[config.mk]
export PLATFORM = sky130hd
export DESIGN_NAME = phy_lane_arbiter_flat
export DESIGN_NICKNAME = d
export VERILOG_FILES = /design/src/rtl/phy_lane_arbiter_if.sv /design/src/rtl/phy_lane_arbiter.sv /design/src/flat_wrapper.sv
export SDC_FILE = /design/constraint.sdc
export NUM_CORES = 1
export LEC_CHECK = 0
export CORE_UTILIZATION = 35
export DETAILED_ROUTE_END_ITERATION = 8
export HOLD_SLACK_MARGIN = 0.06
export PLACE_DENSITY = 0.59
export RECOVER_POWER = 25
export REMOVE_ABC_BUFFERS = 1
export SLEW_MARGIN = 30
export SYNTH_ARGS = -nofsm -noshare
export SYNTH_HDL_FRONTEND = slang
export SYNTH_SLANG_ARGS = --single-unit
[constraint.sdc]
create_clock -name clk4f -period 2.9 [get_ports clk4f]
set_input_delay 0.58 -clock clk4f [delete_from_list [all_inputs] [get_ports clk4f]]
set_output_delay 0.58 -clock clk4f [all_outputs]
set_load 0.02 [all_outputs]
[src/rtl/phy_lane_arbiter_if.sv]
// Lane-side bus of the PHY lane arbiter: four lane words with push strobes in,
// the scheduled word with a valid/ready handshake and per-lane status out.
interface phy_lane_arbiter_if #(parameter int WIDTH = 9);
  logic [WIDTH-1:0] paralelo0;
  logic [WIDTH-1:0] paralelo1;
  logic [WIDTH-1:0] paralelo2;
  logic [WIDTH-1:0] paralelo3;
  logic [3:0]       push;
  logic             ready_in;
  logic [3:0]       full;
  logic [3:0]       overflow;
  logic [WIDTH-1:0] data_out;
  logic             valid_out;
  logic [1:0]       lane_out;

  modport master (
    output paralelo0, paralelo1, paralelo2, paralelo3, push, ready_in,
    input  full, overflow, data_out, valid_out, lane_out
  );

  modport slave (
    input  paralelo0, paralelo1, paralelo2, paralelo3, push, ready_in,
    output full, overflow, data_out, valid_out, lane_out
  );
endinterface

[src/rtl/phy_lane_arbiter.sv]
// Four lane FIFOs drained round-robin, one word per grant, into a registered
// valid/ready output. Define PHY_ARB_IDLE_EN to emit IDLE_SYM when all lanes are empty.
module phy_lane_fifo #(
  parameter int DEPTH = 4,
  parameter int WIDTH = 9
) (
  input  logic             clk4f,
  input  logic             reset,
  input  logic             push,
  input  logic             pop,
  input  logic [WIDTH-1:0] din,
  output logic [WIDTH-1:0] head,
  output logic             nonempty,
  output logic             full,
  output logic             overflow
);
  localparam int AW = $clog2(DEPTH);
  localparam logic [AW:0] FULL_CNT = (AW+1)'(DEPTH);

  logic [WIDTH-1:0] mem [DEPTH];
  logic [AW-1:0]    wr_ptr, rd_ptr;
  logic [AW:0]      count, count_nxt;
  logic             wr, rd;

  // Words with the valid bit clear carry no data and are never stored.
  assign wr       = push & din[WIDTH-1] & ~full;
  assign rd       = pop & nonempty;
  assign nonempty = (count != '0);
  assign head     = mem[rd_ptr];

  always_comb begin
    count_nxt = count;
    case ({wr, rd})
      2'b10:   count_nxt = count + (AW+1)'(1);
      2'b01:   count_nxt = count - (AW+1)'(1);
      default: count_nxt = count;
    endcase
  end

  always_ff @(posedge clk4f) begin
    if (!reset && wr) mem[wr_ptr] <= din;
  end

  always_ff @(posedge clk4f) begin
    if (reset) begin
      wr_ptr   <= '0;
      rd_ptr   <= '0;
      count    <= '0;
      full     <= 1'b0;
      overflow <= 1'b0;
    end else begin
      if (wr) wr_ptr <= wr_ptr + AW'(1);
      if (rd) rd_ptr <= rd_ptr + AW'(1);
      count <= count_nxt;
      full  <= (count_nxt == FULL_CNT);
      // full is the pre-pop view, so a push racing a pop still drops.
      if (push & din[WIDTH-1] & full) overflow <= 1'b1;
    end
  end
endmodule

module phy_lane_arbiter #(
  parameter int DEPTH = 4,
  parameter int WIDTH = 9
`ifdef PHY_ARB_IDLE_EN
  , parameter logic [7:0] IDLE_SYM = 8'hBC
`endif
) (
  input  logic               clk4f,
  input  logic               reset,
  phy_lane_arbiter_if.slave  bus
);
  localparam int NUM_LANES = 4;

  typedef enum logic {IDLE, SEND} state_t;

  state_t                            state;
  logic [NUM_LANES-1:0][WIDTH-1:0]   lane_word, lane_head;
  logic [NUM_LANES-1:0]              nonempty, pop, full_v, ovf_v;
  logic [WIDTH-1:0]                  data_q;
  logic [1:0]                        lane_q, rr_ptr, winner, idx;
  logic                              found, load;

  assign lane_word[0] = bus.paralelo0;
  assign lane_word[1] = bus.paralelo1;
  assign lane_word[2] = bus.paralelo2;
  assign lane_word[3] = bus.paralelo3;

  assign load = (state != SEND) | bus.ready_in;

  for (genvar i = 0; i < NUM_LANES; i++) begin : g_lane
    assign pop[i] = load & found & (winner == 2'(i));
    phy_lane_fifo #(.DEPTH(DEPTH), .WIDTH(WIDTH)) u_fifo (
      .clk4f    (clk4f),
      .reset    (reset),
      .push     (bus.push[i]),
      .pop      (pop[i]),
      .din      (lane_word[i]),
      .head     (lane_head[i]),
      .nonempty (nonempty[i]),
      .full     (full_v[i]),
      .overflow (ovf_v[i])
    );
  end

  // First non-empty lane at or after rr_ptr; occupancy excludes this cycle's pushes.
  always_comb begin
    found  = 1'b0;
    winner = rr_ptr;
    idx    = rr_ptr;
    for (int j = 0; j < NUM_LANES; j++) begin
      idx = rr_ptr + 2'(j);
      if (!found && nonempty[idx]) begin
        found  = 1'b1;
        winner = idx;
      end
    end
  end

  always_ff @(posedge clk4f) begin
    if (reset) begin
      state  <= IDLE;
      rr_ptr <= '0;
      data_q <= '0;
      lane_q <= '0;
    end else if (load) begin
      if (found) begin
        state  <= SEND;
        data_q <= lane_head[winner];
        lane_q <= winner;
        rr_ptr <= winner + 2'd1;
      end else begin
`ifdef PHY_ARB_IDLE_EN
        state  <= SEND;
        data_q <= {{(WIDTH-8){1'b0}}, IDLE_SYM};
        lane_q <= '0;
`else
        state  <= IDLE;
`endif
      end
    end
  end

  assign bus.data_out  = data_q;
  assign bus.lane_out  = lane_q;
  assign bus.valid_out = (state == SEND);
  assign bus.full      = full_v;
  assign bus.overflow  = ovf_v;
endmodule

[src/flat_wrapper.sv]
// flat-port wrapper written by rule: the top's interface ports become plain ports
module phy_lane_arbiter_flat 
#(
  parameter int DEPTH = 4,
  parameter int WIDTH = 9

)
  (clk4f, reset, bus_paralelo0, bus_paralelo1, bus_paralelo2, bus_paralelo3, bus_push, bus_ready_in, bus_full, bus_overflow, bus_data_out, bus_valid_out, bus_lane_out);
  phy_lane_arbiter_if #(.WIDTH(WIDTH)) bus_i ();
  input  logic clk4f;
  input  logic reset;
  input wire logic [$bits(bus_i.paralelo0)-1:0] bus_paralelo0;
  input wire logic [$bits(bus_i.paralelo1)-1:0] bus_paralelo1;
  input wire logic [$bits(bus_i.paralelo2)-1:0] bus_paralelo2;
  input wire logic [$bits(bus_i.paralelo3)-1:0] bus_paralelo3;
  input wire logic [$bits(bus_i.push)-1:0] bus_push;
  input wire logic [$bits(bus_i.ready_in)-1:0] bus_ready_in;
  output wire logic [$bits(bus_i.full)-1:0] bus_full;
  output wire logic [$bits(bus_i.overflow)-1:0] bus_overflow;
  output wire logic [$bits(bus_i.data_out)-1:0] bus_data_out;
  output wire logic [$bits(bus_i.valid_out)-1:0] bus_valid_out;
  output wire logic [$bits(bus_i.lane_out)-1:0] bus_lane_out;
  assign bus_i.paralelo0 = bus_paralelo0;
  assign bus_i.paralelo1 = bus_paralelo1;
  assign bus_i.paralelo2 = bus_paralelo2;
  assign bus_i.paralelo3 = bus_paralelo3;
  assign bus_i.push = bus_push;
  assign bus_i.ready_in = bus_ready_in;
  assign bus_full = bus_i.full;
  assign bus_overflow = bus_i.overflow;
  assign bus_data_out = bus_i.data_out;
  assign bus_valid_out = bus_i.valid_out;
  assign bus_lane_out = bus_i.lane_out;
  phy_lane_arbiter #(.DEPTH(DEPTH), .WIDTH(WIDTH)) u_core (.clk4f(clk4f), .reset(reset), .bus(bus_i));
endmodule
==> reports/metrics.sh <==
SETUP-TNS-FINAL_NS=0
P_TOTAL_mW=10.1
SYN-MEAN-INSTANCE-AREA_UM2=16.0
IRDROPWORSTVDD_uV=472
LAYOUTNONFILLERINSTCOUNT=929
WORST_SLEW_MARGIN_REL_PCT=55.6
CLK_PIN_SLEW_WORST_PATHS_NS=0.06
GLOBAL_ROUTE.USAGE.TOTAL_PCT=13.2
POST-ROUTE-PERIOD-UTIL_PCT=96.3
TIMING.FMAX_MHz=358
MULTIINPUTGATEAREA_UM2=2650
POWER.DENSITY_nW_PER_UM2=1010
GRT_OVERFLOW=0
MIN_PERIOD_NS=2.79
DRTPASS1ITERATIONS=4
YS_FF_LATCH=202
CLK_LATENCY_NS=0.48
HOLD_PATH.STARTPOINT='u_core.g_lane[1].u_fifo.overflow$_SDFFE_PP0P_'
YOSYSUNIQUECELLTYPES=47
WORSTREGTOREGCELLS=13
VIAS_PER_CELL=4.80
POST_SYNTH_INST_COUNT=521
P_LEAK_nW=3.46
FIN_AREA_UM2=10100
GRT_PASS1_VIAS=4661
CLOCK_PATH_BUFFERS=3
PLACE.GP.CONGESTION=0.781
DRT_ITER0_MARKERS=222
YOSYSSEQAREASHARE_PCT=65.7
PORT_BUFFERS=62
WORSTPATHMAXFANOUT=4
ANTENNADIODECOUNT=0
MAX_CAP_VIOL_COUNT=0
N_FILL_CELL=2085
SYNTH_WARNINGS=0
R2R-START='u_core.g_lane[3].u_fifo.count[2]$_SDFF_PP0_'
VIAS=4456
PLACED_CELLS_INCL_TAPS=888
MAPPEDNETLISTAREA_UM2=8340
OUTCOME='finished clean'
DETAILED_PLACE.AREA_UM2=9300
CTSROOTBUFFERMASTER='sky130_fd_sc_hd__clkbuf_16'
CORE_AREA_UM2=23400
IOS=63
CRITPATHREQUIREDTIME_NS=3.25
NUMBER_OF_ANTENNA_VIOLATIONS_AT_THE_FIRST_CHECK_IN_GLOBAL_ROUTING=0
POST-DP-HPWL_UM=11200
DIE_W_UM=156
ROUTE.FINAL.WIRE_LENGTH_UM=15900
DIE_AR_UM2=24500
RRSETUPSLACK_NS=0.11
CRITPATHKIND='flop to flop'
CLOCK_TREE_FROM_TRITONCTS='built'
TIMING.FINAL.SETUP_VIOLATIONS=0
SLEW_VIOL_FINAL=0
INITIAL_CORE_UTIL_PCT=35.7
WHS_ENDPOINT='u_core.g_lane[1].u_fifo.overflow$_SDFFE_PP0P_'
HTREEDEPTH=1
WORST_SLEW_PIN_SLEW_NS=0.665
DRC=0
ROUTEDWLPERCELL_UM=17.2
GRT_START_MAX_NET_PINS=23
CP_DATA_ARRIVAL_TIME_NS=3.15
HOLDCRITPATHCLASS='flop to flop'
CLOCK_SINK_TOTAL=202
GRT_FIRST_PASS_WIRELENGTH_UM=24800
DIE_HEIGHT_UM=156
FINAL_NET_COUNT=664
AREA_GROWTH_PCT=20.8
CP-END-KIND='flop'
COUNT_OF_ANTENNA_VIOLATING_NETS_LEFT_AFTER_DETAILED_ROUTING=0
FRACTION_OF_LAYOUT_CELLS_WITH_A_SIZE_SUFFIX_ABOVE_1_PCT=19.0
HOLD_VIOL_FINAL=0
STD_CELL_ROWS=56
SETUP.WORST_PATH.START_CLASS='flop'
WHS_PATH_DEPTH=2
SEQUENTIAL_CELL_AREA_UM2=5490
FINALCLOCKSKEW_NS=0.0120
WORSTREG2REGEND='u_core.g_lane[2].u_fifo.full$_SDFF_PP0_'
CTS-BUFFERS-INSERTED=21
==> synthesized netlist by cell type (all sizes together) <==
| cell type | instances | area share (%) |
|---|---|---|
| o211ai | 1 | 0.15 |
| and3 | 2 | 0.21 |
| xnor2 | 9 | 0.94 |
| a211oi | 2 | 0.24 |
| nand2b | 1 | 0.075 |
| o22ai | 1 | 0.075 |
| nand3b | 13 | 1.2 |
| nand4 | 3 | 0.22 |
| a31oi | 6 | 0.45 |
| nor4b | 1 | 0.18 |
| nand2 | 7 | 0.31 |
| edfxtp | 144 | 52 |
| mux2 | 12 | 1.6 |
| o31ai | 1 | 0.090 |
| a21oi | 4 | 0.24 |
| a21boi | 1 | 0.090 |
| buf | 25 | 1.9 |
| o21ai | 5 | 0.34 |
| nor2 | 47 | 2.1 |
| inv | 22 | 0.99 |
| clkbuf | 4 | 0.18 |
| ha | 20 | 3.0 |
| nor3 | 15 | 1.4 |
| xor2 | 8 | 0.84 |
| nor4 | 1 | 0.075 |
| nor2b | 14 | 1.0 |
| mux2i | 25 | 3.0 |
| dfxtp | 58 | 14 |
| or3 | 2 | 0.21 |
| fa | 4 | 0.96 |
| o21a | 1 | 0.10 |
| o221ai | 9 | 0.94 |
| mux4 | 36 | 9.7 |
| and2 | 17 | 1.3 |
==> cells in the final DEF, fill, tap and decap left out, types with 4 or more instances in the layout <==
master and instances:
sky130_fd_sc_hd__a31oi_1 6, sky130_fd_sc_hd__dlygate4sd3_1 23, sky130_fd_sc_hd__mux2_2 9, sky130_fd_sc_hd__xnor2_1 9, sky130_fd_sc_hd__bufinv_16 4, sky130_fd_sc_hd__buf_4 20
sky130_fd_sc_hd__nor3_1 9, sky130_fd_sc_hd__inv_1 22, sky130_fd_sc_hd__nor2_1 47, sky130_fd_sc_hd__xor2_1 7, sky130_fd_sc_hd__fa_1 4, sky130_fd_sc_hd__mux4_2 36
sky130_fd_sc_hd__nand2_1 7, sky130_fd_sc_hd__nand3b_1 13, sky130_fd_sc_hd__edfxtp_1 144, sky130_fd_sc_hd__clkbuf_16 21, sky130_fd_sc_hd__ha_1 19, sky130_fd_sc_hd__and2_1 17
sky130_fd_sc_hd__o221ai_1 9, sky130_fd_sc_hd__dfxtp_1 56, sky130_fd_sc_hd__mux2i_1 25, sky130_fd_sc_hd__clkbuf_1 5, sky130_fd_sc_hd__nor2b_1 14, sky130_fd_sc_hd__clkdlybuf4s50_1 38
==> power breakdown <==
group | switching, mW | total, mW | internal [mW]
Sequential | 0.320 | 3.70 | 3.38
Clock | 1.05 | 2.73 | 1.69
Combinational | 1.88 | 3.70 | 1.83
==> flip-flops by register name (all words and copies together), names as in the netlist, named ones only <==
name                           count
u_core.g_lane.u_fifo.mem         144
u_core.g_lane.u_fifo.count        12
u_core.bus.data_out                9
u_core.g_lane.u_fifo.rd_ptr        8
u_core.g_lane.u_fifo.wr_ptr        8
u_core.g_lane.u_fifo.full          4
u_core.g_lane.u_fifo.overflow      4
u_core.bus.lane_out                2
u_core.rr_ptr                      2
u_core.bus.valid_out               1
==> per-layer routing <==
| metal | vias to the layer above | wire (um) | track usage, % |
|---|---|---|---|
| li1 | 2093 | - | - |
| met1 | 2262 | 6990 | 16.6 |
| met2 | 77 | 8200 | 23.6 |
| met3 | 24 | 470 | 1.58 |
| met4 | 0 | 265 | 3.97 |
| met5 | - | 0 | 0 |
==> cells by family after synthesis <==
logic type / share of synthesized area (%)
compound gates: 2.73
xor+xnor: 1.78
fa+ha+maj: 3.96
buf+inv: 3.12
flops: 65.7
mux: 14.3
simple gates: 8.32
==> stage by stage <==
step | hold slack [ns] | setup slack [ns] | util [%]
3_3_place_gp | 0.459 | 0.0894 | 39.7
2_1_floorplan | 0.509 | -0.570 | -
3_5_place_dp | 0.469 | -0.0499 | 39.7
6_report | 0.473 | 0.106 | 43.1
5_1_grt | 0.504 | -0.00706 | 43.1
4_1_cts | 0.483 | 0.0548 | 42.7
==> critical path: stages (launching register included) <==
cell and delay (ns):
sky130_fd_sc_hd__dfxtp_1 0.34, sky130_fd_sc_hd__or3_4 0.41, sky130_fd_sc_hd__o22ai_1 0.17, sky130_fd_sc_hd__nand2_1 0.11
sky130_fd_sc_hd__o211ai_4 0.12, sky130_fd_sc_hd__buf_4 0.17, sky130_fd_sc_hd__and3_1 0.19, sky130_fd_sc_hd__ha_2 0.19
sky130_fd_sc_hd__inv_1 0.05, sky130_fd_sc_hd__fa_1 0.36, sky130_fd_sc_hd__xor2_1 0.16, sky130_fd_sc_hd__nor2_1 0.07
sky130_fd_sc_hd__xnor2_1 0.23, sky130_fd_sc_hd__nor3_1 0.08
==> layout make-up <==
| type | count | share of cell area [%] |
|---|---|---|
| clock buffers | 26 | 5.40 |
| multi-input cells | 268 | 26.3 |
| well taps | 319 | 3.96 |
| flip-flops and latches | 202 | 54.4 |
| inverters | 22 | 0.819 |
| clock inverters | 10 | 1.54 |
| repair buffers | 82 | 7.60 |
==> timing repair <==
action	in CTS	in global routing
gates resized for setup	0	10
hold endpoints to repair	0	0
setup buffers	0	5
hold buffers	0	0
setup endpoints to repair	0	6
==> worst max path at each step <==
| stage | startpoint | to | slack [ns] | cells after the start |
|---|---|---|---|---|
| 6_report | u_core.g_lane[3].u_fifo.count[2]$_SDFF_PP0_ | u_core.g_lane[2].u_fifo.full$_SDFF_PP0_ | 0.11 | 13 |
| 5_1_grt | u_core.g_lane[2].u_fifo.count[2]$_SDFF_PP0_ | u_core.g_lane[0].u_fifo.full$_SDFF_PP0_ | -0.007 | 12 |
| 4_1_cts | u_core.g_lane[3].u_fifo.count[0]$_SDFF_PP0_ | u_core.g_lane[0].u_fifo.full$_SDFF_PP0_ | 0.05 | 11 |
| 3_5_place_dp | bus_ready_in | u_core.g_lane[0].u_fifo.full$_SDFF_PP0_ | -0.05 | 11 |
| 3_3_place_gp | bus_ready_in | u_core.g_lane[0].u_fifo.full$_SDFF_PP0_ | 0.09 | 11 |
| 2_1_floorplan | u_core.g_lane[1].u_fifo.count[0]$_SDFF_PP0_ | u_core.g_lane[0].u_fifo.full$_SDFF_PP0_ | -0.57 | 11 |
Note: power is estimated with default switching activity, not from simulation.
